**src/rtl/ibpl_pkg.sv**
```systemverilog
// Shared constants and types for the interbackplane input cardlet plugin.
package ibpl_pkg;

  localparam int         IBPL_CHANNELS = 6;
  localparam int         IBPL_PORT_W   = 8;
  localparam logic [7:0] IBPL_CH_MASK  = 8'h3F;

  typedef logic [5:0] ibpl_ch_t;

  // True when any of the six physical channels is requested in a port-wide vector.
  function automatic logic ibpl_any_ch(input logic [IBPL_PORT_W-1:0] v);
    return |(v & IBPL_CH_MASK);
  endfunction

endpackage

```
**src/rtl/ibpl_in_channel.sv**
```systemverilog
// One cardlet input line: two-flop synchronizer, stable-level glitch filter
// and activity-LED pulse stretcher.
module ibpl_in_channel #(
  parameter int FILTER_CYCLES      = 16,
  parameter int LED_STRETCH_CYCLES = 1250000
) (
  input  logic clk_sys,
  input  logic rstn_sys,
  input  logic din,
  input  logic en,
  output logic level,
  output logic activity
);

  localparam int CNT_W = $clog2(FILTER_CYCLES + 1);
  localparam int ST_W  = $clog2(LED_STRETCH_CYCLES + 1);
  localparam logic [CNT_W-1:0] CNT_LAST = CNT_W'(FILTER_CYCLES - 1);
  localparam logic [ST_W-1:0]  ST_LOAD  = ST_W'(LED_STRETCH_CYCLES);

  function automatic logic [ST_W-1:0] sat_dec(input logic [ST_W-1:0] v);
    return (v == '0) ? '0 : v - ST_W'(1);
  endfunction

  logic             sync_p0;
  logic             sync_p1;
  logic             filt_p2;
  logic [CNT_W-1:0] cnt_p2;
  logic             edge_p2;
  logic [ST_W-1:0]  st_p3;

  assign edge_p2 = (sync_p1 != filt_p2) && (cnt_p2 == CNT_LAST);

  always_ff @(posedge clk_sys) begin
    if (!rstn_sys) begin
      sync_p0 <= 1'b0;
      sync_p1 <= 1'b0;
      filt_p2 <= 1'b0;
      cnt_p2  <= '0;
      st_p3   <= '0;
    end else begin
      // p0/p1: metastability chain
      sync_p0 <= din;
      sync_p1 <= sync_p0;
      // p2: a candidate level must hold unbroken for the full window
      if (sync_p1 == filt_p2) begin
        cnt_p2 <= '0;
      end else if (edge_p2) begin
        filt_p2 <= ~filt_p2;
        cnt_p2  <= '0;
      end else begin
        cnt_p2 <= cnt_p2 + CNT_W'(1);
      end
      // p3: stretch restarts on every accepted edge, cleared while disabled
      if (!en) begin
        st_p3 <= '0;
      end else if (edge_p2) begin
        st_p3 <= ST_LOAD;
      end else begin
        st_p3 <= sat_dec(st_p3);
      end
    end
  end

  assign level    = filt_p2 & en;
  assign activity = (st_p3 != '0) & en;

endmodule

```
**src/rtl/ibpl_in6_filter.sv**
```systemverilog
// Six-channel input cardlet plugin: backplane drivers held as inputs, lines
// filtered onto internal_in with level/activity LEDs and a config error flag.
module ibpl_in6_filter
  import ibpl_pkg::*;
#(
  parameter int FILTER_CYCLES      = 16,
  parameter int LED_STRETCH_CYCLES = 1250000
) (
  input  logic       clk_sys,
  input  logic       rstn_sys,
  input  logic [5:0] diob_in,
  input  logic [7:0] input_enable,
  input  logic [7:0] output_enable,
  output logic [5:0] diob_dir,
  output logic [5:0] diob_out,
  output logic [7:0] internal_in,
  output logic [7:0] diob_led1,
  output logic [7:0] diob_led2,
  output logic       plugin_error
);

  ibpl_ch_t ch_en;
  ibpl_ch_t ch_level;
  ibpl_ch_t ch_activity;

  assign ch_en = ibpl_ch_t'(input_enable & IBPL_CH_MASK);

  for (genvar i = 0; i < IBPL_CHANNELS; i++) begin : g_ch
    ibpl_in_channel #(
      .FILTER_CYCLES     (FILTER_CYCLES),
      .LED_STRETCH_CYCLES(LED_STRETCH_CYCLES)
    ) u_ch (
      .clk_sys  (clk_sys),
      .rstn_sys (rstn_sys),
      .din      (diob_in[i]),
      .en       (ch_en[i]),
      .level    (ch_level[i]),
      .activity (ch_activity[i])
    );
  end

  assign diob_dir    = '0;
  assign diob_out    = '0;
  assign internal_in = IBPL_PORT_W'(ch_level);
  assign diob_led1   = IBPL_PORT_W'(ch_level);
  assign diob_led2   = IBPL_PORT_W'(ch_activity);

  // An input-only cardlet cannot honour any output request on its channels.
  always_ff @(posedge clk_sys) begin
    if (!rstn_sys) begin
      plugin_error <= 1'b0;
    end else begin
      plugin_error <= ibpl_any_ch(output_enable);
    end
  end

endmodule

```
**config.mk**
```make
export PLATFORM = sky130hd
export DESIGN_NAME = ibpl_in6_filter
export DESIGN_NICKNAME = d
export VERILOG_FILES = /design/src/rtl/ibpl_pkg.sv /design/src/rtl/ibpl_in_channel.sv /design/src/rtl/ibpl_in6_filter.sv
export SDC_FILE = /design/constraint.sdc
export NUM_CORES = 1
export LEC_CHECK = 0
export ABC_AREA = 1
export ABC_CLOCK_PERIOD_IN_PS = 3600
export CAP_MARGIN = 10
export CORE_ASPECT_RATIO = 1.75
export CORE_UTILIZATION = 48
export DETAILED_ROUTE_END_ITERATION = 10
export PLACE_DENSITY_LB_ADDON = 0.08
export SYNTH_ARGS = -nofsm -noshare
export SYNTH_HDL_FRONTEND = slang
export SYNTH_SLANG_ARGS = --single-unit
```
**constraint.sdc**
```tcl
create_clock -name clk_sys -period 3.6 [get_ports clk_sys]
set_input_delay 0.72 -clock clk_sys [delete_from_list [all_inputs] [get_ports clk_sys]]
set_output_delay 0.72 -clock clk_sys [all_outputs]
set_load 0.05 [all_outputs]
```
==> run metrics <==
met3 wire len=457 um; 1st-pass router iterations=5; Post-Synthesis Cells=between 1000 and 1500; CTS max path bufs=2; WL final=roughly 16000 um; R2R setup slack=1770 ps; CP arrival=2290 ps; Synth Register Bits=175; CTS Sinks=175; final hold violation count=0; Sw Share=0.298; Initial Util=0.492; wl on met1=6670 um; Lkg Pwr=5.33 nW; Antenna Nets Post-Route=0; Post-DP Area=9040 sq um; Power per Cell Area=roughly 530 nW/um^2; Highest Signal Layer=met5; average wire per standard cell=11.1 um; Filler Cell Count=1733; RSZ-0062 raised after global routing=false; Slew Limit Fails=0; FP Rows=between 60 and 70; Top FF cell, synth=dfxtp_1; Final min period=3010 ps; Synth top cells by count=264 x nor2_1, 238 x nand2_1, 175 x dfxtp_1; Post-synth ARST share=0; Worst Max-Slew Pin Slew=682 ps; CTS tree=yes; area of the core=around 18000 sq um; CTS Hold Buffers Added=0; Root Buffer=clkbuf_16; first-pass GRT wire length=27700 um; Mapped Area=8630 sq um; Pwr Total=5.13 mW; die area=around 19000 sq um; Ports=61; Reg power frac=0.413; antenna violations before repair=1; Hold Crit Class=flop to flop; htree depth=4; post-synth top area share=0.406; clock latency at the later pin of the worst-skew pair=440 ps; Area Overhead vs Synth=11.8%; CP endpoint kind=output port; PortBufs=38; power share of the clock group=0.376; final setup fails=0; Crit Path Max Fanout=3; Net Switching=roughly 1.5 mW; f_max=333 MHz; GRT Total Usage=0.191; WL met2=a little under 9000 um; GR Overflow Total=0; cell with the most instances after synthesis=nor2_1; critical path type=flop to output port; post_cts resized=0; synth warn=0; DR iter-0 viols=155; Synth area leader=dfxtp_1; final std cells w/o fill=1471; fin area=9660 sq um; Layout Skew=10.1 ps; final antenna diode count=0; largest net degree at the start of global routing=17; period utilization=0.835; TNS Setup=0 ps; combinational fraction of design power=0.212; Post-synth EDFFs=0; routability cong.=0.786; drt via density=4.72; Slew HR=0.544; Total Nets Final=around 1300; Setup crit start kind=flop; DP Cell Count=1439; status=completed; die width=roughly 100 um; drt drc=0; vias in the first global route=6515; placed wire-length estimate=~12000 um; synth top area cells=dfxtp_1 41%, nor2_1 11%, nand2_1 10%; Die Span Y=179 um; clk slew on worst S/H paths=roughly 60 ps; CP required=2880 ps; internal power=3.60 mW; Max VDD drop=0.000655 V; # Post-CTS Setup Buffers=0; total number of vias=6947; Syn Area/Cell=about 7.2 sq um; sequential share of the synthesized area=0.406; CTS Buf Count=17; Yosys cell types=38; layout cell share with drive strength beyond 1=0.0685; MaxCap Viol Count=0
cells by family after synthesis:
family / synth area share
simple gates: 0.320
fa+ha+maj: 0.0348
buf+inv: 0.103
flops: 0.406
compound gates: 0.0545
other cells: 0.000434
xor+xnor: 0.0811
metal layers:
| metal | up-vias | track usage |
|---|---|---|
| li1 | 3715 | - |
| met1 | 3113 | 0.195 |
| met4 | 2 | 0.0896 |
| met2 | 83 | 0.351 |
| met3 | 34 | 0.0439 |
| met5 | - | 0 |
state kept, by name, indices dropped and copies added (netlist names):
signal,count
plugin_error,1
g_ch.u_ch.filt_p2,6
g_ch.u_ch.sync_p1,6
g_ch.u_ch.cnt_p2,30
g_ch.u_ch.sync_p0,6
g_ch.u_ch.st_p3,126
final cells by class:
type | instances | area, sq um | area share
Clock buffer | 23 | 488 | 0.0505
Clock inverter | 9 | 131 | 0.0136
Inverter | 145 | 547 | 0.0566
Multi-Input combinational cell | 848 | 4300 | 0.446
Sequential cell | 175 | 3500 | 0.363
Tap cell | 231 | 289 | 0.0299
Timing Repair Buffer | 40 | 395 | 0.0409
cells in the final DEF (no fill, tap or decap), types with 18 or more instances in the layout:
cell type	count
nand2_1	238
inv_1	139
a21oi_1	22
xor2_1	55
ha_1	24
dfxtp_1	175
nand3_1	56
xnor2_1	25
conb_1	18
clkdlybuf4s50_1	38
nor2_1	264
o21ai_0	47
worst max-delay path: stages (launching register included):
cell and delay (ps):
dfxtp_1 380, inv_1 90, ha_1 210, nand2_1 60
nor3_1 40, nand3_1 150, nand2_1 70, inv_1 50
clkdlybuf4s50_1 790
path summary, 6_finish.rpt:
check | depth (start not counted) | startpoint | endpoint
setup / recovery | 8 | g_ch[3].u_ch.st_p3[0] | diob_led2[3]
setup reg to reg | 7 | g_ch[5].u_ch.cnt_p2[0] | g_ch[5].u_ch.st_p3[18]
hold reg to reg | 1 | g_ch[0].u_ch.st_p3[0] | g_ch[0].u_ch.st_p3[0]
hold / removal | 1 | g_ch[0].u_ch.st_p3[0] | g_ch[0].u_ch.st_p3[0]
stage by stage:
stage / hold slack [ps] / setup slack, ps / util
after global placement: 398 / 681 / 0.515
after floorplan: 390 / 1750 / -
after global routing: 426 / 442 / 0.551
final: 411 / 595 / 0.551
after CTS: 414 / 560 / 0.551
after detailed placement: 402 / 672 / 0.515
power groups by stage:
stage / clock network (mW) / registers (mW) / logic, mW
2_1_floorplan: 0 / 2.14 / 0.927
3_3_place_gp: 0 / 2.16 / 1.08
3_5_place_dp: 0 / 2.16 / 1.09
4_1_cts: 1.98 / 2.12 / 1.10
5_1_grt: 2.06 / 2.13 / 1.21
6_report: 1.93 / 2.12 / 1.09
No activity file was read; power rests on OpenSTA's default activity.
